**config.mk**
```make
export PLATFORM = sky130hd
export DESIGN_NAME = fetch_line_sequencer
export DESIGN_NICKNAME = d
export VERILOG_FILES = /design/src/rtl/fetch_line_sequencer.sv
export SDC_FILE = /design/constraint.sdc
export NUM_CORES = 1
export LEC_CHECK = 0
export CAP_MARGIN = 20
export CORE_AREA = 2 2 296 298
export CTS_BUF_LIST = sky130_fd_sc_hd__clkbuf_8 sky130_fd_sc_hd__clkbuf_16
export CTS_CLUSTER_SIZE = 30
export DETAILED_ROUTE_END_ITERATION = 6
export DIE_AREA = 0 0 298 300
export GPL_TIMING_DRIVEN = 0
export SLEW_MARGIN = 0
export SYNTH_ARGS = -nofsm -noshare
export SYNTH_HDL_FRONTEND = slang
export SYNTH_SLANG_ARGS = --single-unit
```
**constraint.sdc**
```tcl
create_clock -name clk_i -period 2.5 [get_ports clk_i]
set_input_delay 0.5 -clock clk_i [delete_from_list [all_inputs] [get_ports clk_i]]
set_output_delay 0.5 -clock clk_i [all_outputs]
set_load 0.02 [all_outputs]
```
**src/rtl/fetch_line_sequencer.sv**
```systemverilog
// fetch_line_sequencer
// Fetches one I-cache line at a time, buffers it, and issues the buffered
// instructions to decode one per cycle in program order. Handles redirects,
// drops stale responses and converts faults / misaligned PCs into a single
// exception-tagged NOP, after which it halts until the next redirect.
//
// Optional build macro: LEN5_FETCH_BYPASS_EN
//   When defined, the instruction at the current offset is issued directly
//   from the cache response in the cycle it arrives (0-cycle latency).
//   When undefined, issue starts the cycle after the line is captured.
module fetch_line_sequencer #(
    parameter int unsigned       XLEN       = 64,
    parameter int unsigned       ILEN       = 32,
    parameter int unsigned       LINE_INSTR = 16,
    parameter logic [XLEN-1:0]   BOOT_PC    = '0
) (
    input  logic                       clk_i,
    input  logic                       rst_ni,
    input  logic                       flush_i,
    input  logic [XLEN-1:0]            redirect_pc_i,
    output logic                       cache_req_valid_o,
    input  logic                       cache_req_ready_i,
    output logic [XLEN-1:0]            cache_req_addr_o,
    input  logic                       cache_resp_valid_i,
    output logic                       cache_resp_ready_o,
    input  logic [LINE_INSTR*ILEN-1:0] cache_resp_line_i,
    input  logic                       cache_resp_except_i,
    input  logic [4:0]                 cache_resp_except_code_i,
    output logic                       instr_valid_o,
    input  logic                       instr_ready_i,
    output logic [XLEN-1:0]            instr_pc_o,
    output logic [ILEN-1:0]            instr_o,
    output logic                       instr_except_o,
    output logic [4:0]                 instr_except_code_o
);

    localparam int unsigned    OW  = $clog2(LINE_INSTR);   // offset width
    localparam int unsigned    LBW = OW + 2;               // log2(line bytes)
    localparam logic [ILEN-1:0] NOP = ILEN'(32'h13);

    typedef enum logic [2:0] {
        S_REQ,
        S_WAIT,
        S_ISSUE,
        S_DRAIN,
        S_HALT
    } state_t;

    state_t                     state_q;
    logic [XLEN-1:0]            pc_q;
    logic [LINE_INSTR*ILEN-1:0] line_q;
    logic                       exc_q;
    logic [4:0]                 exc_code_q;

    logic [OW-1:0]   offset;
    logic            last_in_line;
    logic [XLEN-1:0] line_addr;
    logic            pc_aligned;

    assign offset       = pc_q[LBW-1:2];
    assign last_in_line = &offset;
    assign line_addr    = {pc_q[XLEN-1:LBW], {LBW{1'b0}}};
    assign pc_aligned   = (pc_q[1:0] == 2'b00);

    logic            issue_valid;
    logic [ILEN-1:0] issue_word;
    logic            issue_exc;
    logic [4:0]      issue_code;

    // Select the instruction presented to decode this cycle (buffer or bypass).
    always_comb begin
        // NOTE: every variable gets a default first so no path can infer a latch.
        issue_valid = 1'b0;
        issue_word  = '0;
        issue_exc   = 1'b0;
        issue_code  = '0;
        if (state_q == S_ISSUE && !flush_i) begin
            issue_valid = 1'b1;
            issue_word  = line_q[offset*ILEN +: ILEN];
            issue_exc   = exc_q;
            issue_code  = exc_code_q;
        end
`ifdef LEN5_FETCH_BYPASS_EN
        else if (state_q == S_WAIT && cache_resp_valid_i && !flush_i) begin
            issue_valid = 1'b1;
            issue_word  = cache_resp_line_i[offset*ILEN +: ILEN];
            issue_exc   = cache_resp_except_i;
            issue_code  = cache_resp_except_code_i;
        end
`endif
    end

    // Outputs decode registered state; everything is held at 0 while in reset.
    assign cache_req_valid_o   = rst_ni && (state_q == S_REQ) && pc_aligned;
    assign cache_req_addr_o    = rst_ni ? line_addr : '0;
    assign cache_resp_ready_o  = rst_ni && (state_q == S_WAIT || state_q == S_DRAIN);
    assign instr_valid_o       = rst_ni && issue_valid;
    assign instr_pc_o          = rst_ni ? pc_q : '0;
    assign instr_o             = instr_valid_o ? (issue_exc ? NOP : issue_word) : '0;
    assign instr_except_o      = instr_valid_o && issue_exc;
    assign instr_except_code_o = instr_except_o ? issue_code : '0;

    // Sequencer FSM: PC, line buffer, exception tag and state.
    always_ff @(posedge clk_i or negedge rst_ni) begin
        if (!rst_ni) begin
            state_q    <= S_REQ;
            pc_q       <= BOOT_PC;
            // NOTE: the line buffer is reset so its contents are never X;
            // it is a flat register, not a RAM, so this costs only reset fan-out.
            line_q     <= '0;
            exc_q      <= 1'b0;
            exc_code_q <= '0;
        end else if (flush_i) begin
            // NOTE: non-blocking assignments throughout so every register sees
            // the pre-edge values, independent of statement order.
            pc_q       <= redirect_pc_i;
            exc_q      <= 1'b0;
            exc_code_q <= '0;
            // Keep at most one request outstanding: if one is in flight, drain it.
            unique case (state_q)
                S_REQ:   state_q <= (pc_aligned && cache_req_ready_i) ? S_DRAIN : S_REQ;
                S_WAIT:  state_q <= cache_resp_valid_i ? S_REQ : S_DRAIN;
                S_DRAIN: state_q <= cache_resp_valid_i ? S_REQ : S_DRAIN;
                default: state_q <= S_REQ;
            endcase
        end else begin
            unique case (state_q)
                S_REQ: begin
                    if (!pc_aligned) begin
                        exc_q      <= 1'b1;
                        exc_code_q <= 5'h00;
                        state_q    <= S_ISSUE;
                    end else if (cache_req_ready_i) begin
                        state_q <= S_WAIT;
                    end
                end
                S_WAIT: begin
                    if (cache_resp_valid_i) begin
                        line_q     <= cache_resp_line_i;
                        exc_q      <= cache_resp_except_i;
                        exc_code_q <= cache_resp_except_code_i;
                        state_q    <= S_ISSUE;
`ifdef LEN5_FETCH_BYPASS_EN
                        if (instr_ready_i) begin
                            if (cache_resp_except_i) begin
                                state_q <= S_HALT;
                            end else begin
                                pc_q <= pc_q + XLEN'(4);
                                if (last_in_line) state_q <= S_REQ;
                            end
                        end
`endif
                    end
                end
                S_ISSUE: begin
                    if (instr_ready_i) begin
                        if (exc_q) begin
                            state_q <= S_HALT;
                        end else begin
                            pc_q <= pc_q + XLEN'(4);
                            if (last_in_line) state_q <= S_REQ;
                        end
                    end
                end
                S_DRAIN: begin
                    if (cache_resp_valid_i) state_q <= S_REQ;
                end
                default: ;  // S_HALT waits for a flush
            endcase
        end
    end

endmodule

```
==> metrics.cfg <==
[synth]
synth-edff-count = 0
async_flop_share_pct = 100
ys_warn_count = 0
ys_types = 59
netlist_top_cells_area = dfrtp_1, mux2_2, mux4_2, buf_4, and2_1
synth.cell_area_sq_um = 28600
yosysTopAreaCellShare_pct = 51.2
ys_seq_elements = 585
post-synth-top-area-cell = dfrtp_1
netlist_instances = 1993
ys.flop_type = dfrtp_1
postSynthAreaPerCell_sq_um = 14.3
yosysSeqAreaShare_pct = 51.2

[floorplanning]
die_w_um = 298
dieArea_sq_um = 89400
start_util_pct = 33.2
die_h_um = 300
io_pins = 757
core_area_sq_um = 86200
fp-row-count = 108

[route]
drc = 0
first_pass_iters = 5
avgViaCountPerCell = 5.23
wl_per_cell_um = 29.7
drtAntennaViolNets = 0
wl_um = 123000
drt-initial-drc-count = 1189
vias = 21600

[timing]
drv_slew = 0
fin_hold_ws_ns = 0.0785
finalCritPeriodShare_pct = 137
hold_viol_final = 0
max-slew-margin-rel_pct = 35.8
worst_slew_pin_slew_ns = 0.959
fmax_mhz = 292
fin_skew_ns = 0.0423
min_period_ns = 3.42
setup_viol = 39
fin_ws_ns = -0.924
rsz0062_at_grt = yes

[setup_path]
worstPathRequired_ns = 2.00
crit_arrival_ns = 2.92
crit_path_max_fanout = 7
worstSetupPathType = reg -> out
reg2reg_depth = 11
critPathLaunch = pc_q[2]$_DFFE_PN0P_
endpoint_kind = output port
r2r-end = pc_q[33]$_DFFE_PN0P_
setup.worst_path.end = instr_o[14]
start_kind = flop
reg2reg_from = pc_q[2]$_DFFE_PN0P_
rrSetupSlack_ns = 0.12

[flow_run]
cap_violations = 0

[status]
status = finished, violations left
violations = negative setup slack

[layout]
drive_gt1_share_pct = 40.9
area_growth_pct = 47.4
final_cells = 4130
layout_commonest_cell = clkdlybuf4s50_1
nets = 3493
final_cell_mix = clkdlybuf4s50_1, dfrtp_1, mux2_2

[placed_design]
place_inst = 3909
dp_hpwl_um = 93700
place.gp.congestion = 0.923
port_buffers = 750

[clock_tree]
cts_tree = yes
root_buffer = clkbuf_16
clkSinkCount = 585
cts_max_level = 3
clk_path_buf_depth = 3
clock_latency_ns = 0.63
cts_buffers = 70
clk_pin_slew_ns = 0.06

[global_route]
overflow = 0
grt_max_degree = 117
grt_pass1_wl_um = 174000
grt_pass1_vias = 23700
antenna_found_initial = 49
track_usage_pct = 27.3

[power_and_ir_drop]
ir_drop_mv = 0.699
power_density_nw_per_um2 = 937
leakage_nw = 18.1

[min_path]
holdCritPathClass = in -> async

==> state kept, by name, indices dropped and copies added (netlist names) <==
register and flops:
line_q 512, pc_q 64, exc_code_q 5, state_q 3, exc_q 1
==> per-stage QoR <==
step | total power [mW] | utilization, % | setup TNS (ns) | instance area, sq um | setup WS [ns]
5_1_grt | 41.4 | 48.9 | -31.78 | 42200 | -1.01
3_3_place_gp | 28.1 | 43.7 | - | 37700 | -25.41
6_report | 39.5 | 48.9 | -28.34 | 42200 | -0.924
3_5_place_dp | 28.6 | 43.9 | -870.28 | 37900 | -2.74
2_1_floorplan | 23.7 | - | 0 | 28800 | 0.00761
4_1_cts | 39.8 | 48.5 | -31.47 | 41800 | -0.990
==> metal layers <==
layer  part of all wire, %  GRT usage [%]  vias to the layer above
li1                      -              -                     9176
met1                    38           32.3                    11200
met4                   3.2           8.96                       54
met3                   7.5           7.57                      231
met2                    51           47.8                      912
met5                  0.30              0                        -
==> final cells by class <==
| type | instances | area (sq um) |
|---|---|---|
| diodes | 21 | 52.6 |
| plain buffers | 194 | 1840 |
| clock buffers | 80 | 1890 |
| clock inverters | 43 | 363 |
| fillers | 7618 | 44100 |
| inverters | 6 | 22.5 |
| multi-input cells | 1208 | 13100 |
| flip-flops and latches | 585 | 14600 |
| well taps | 1155 | 1450 |
| repair buffers | 838 | 8770 |
==> cell usage after synthesis, drive strengths merged (25+ instances only) <==
cell,count
dfrtp,585
mux2,521
mux4,158
buf,143
nand2,76
and2,74
clkbuf,56
nor2b,49
o21ai,39
nand3,35
nand4,29
nor3,26
nor4,26
xnor2,26
nor2,25
==> worst max-delay path, stage by stage (launching register included) <==
cell     delay (ns)
dfrtp_2        0.43
buf_12         0.15
buf_16         0.16
buf_12         0.13
buf_16         0.13
mux4_2         0.53
mux4_2         0.47
nor2b_1        0.14
buf_4          0.17
==> worst min path at each step <==
stage / depth (start not counted) / endpoint
after global placement: 1 / exc_code_q[4]$_DFFE_PN0P_
after CTS: 4 / line_q[426]$_DFFE_PN0P_
after detailed placement: 1 / exc_code_q[2]$_DFFE_PN0P_
final: 4 / pc_q[29]$_DFFE_PN0P_
after floorplan: 0 / exc_code_q[0]$_DFFE_PN0P_
after global routing: 4 / pc_q[29]$_DFFE_PN0P_
==> cell families (layout without fill, tap and decap cells) <==
group	after synthesis	in the layout	share of synthesized area [%]
DFF	585	585	51.2
and+or+nand+nor	392	392	8.41
muxes	692	692	33.4
buffers and inverters	205	1161	3.96
other	1	27	0.0131
xor gates and xnor gates	38	38	1.16
adders and majority gates	2	2	0.0875
AOI/OAI and AO/OA	78	78	1.75
==> where the power goes <==
part	switching (mW)	internal, mW	total [mW]
clock network	4.27	5.84	10.1
logic	4.83	8.49	13.3
registers	2.44	13.6	16.1
==> timing repair <==
action	4_1_cts	5_1_grt
cloned	19	1
buffers inserted	42	10
resized for setup	706	78
pin swaps	14	7
hold buffers	10	0
endpoints found under the hold margin	81	0
setup endpoints to repair	727	510
No activity file was read; power rests on OpenSTA's default activity.
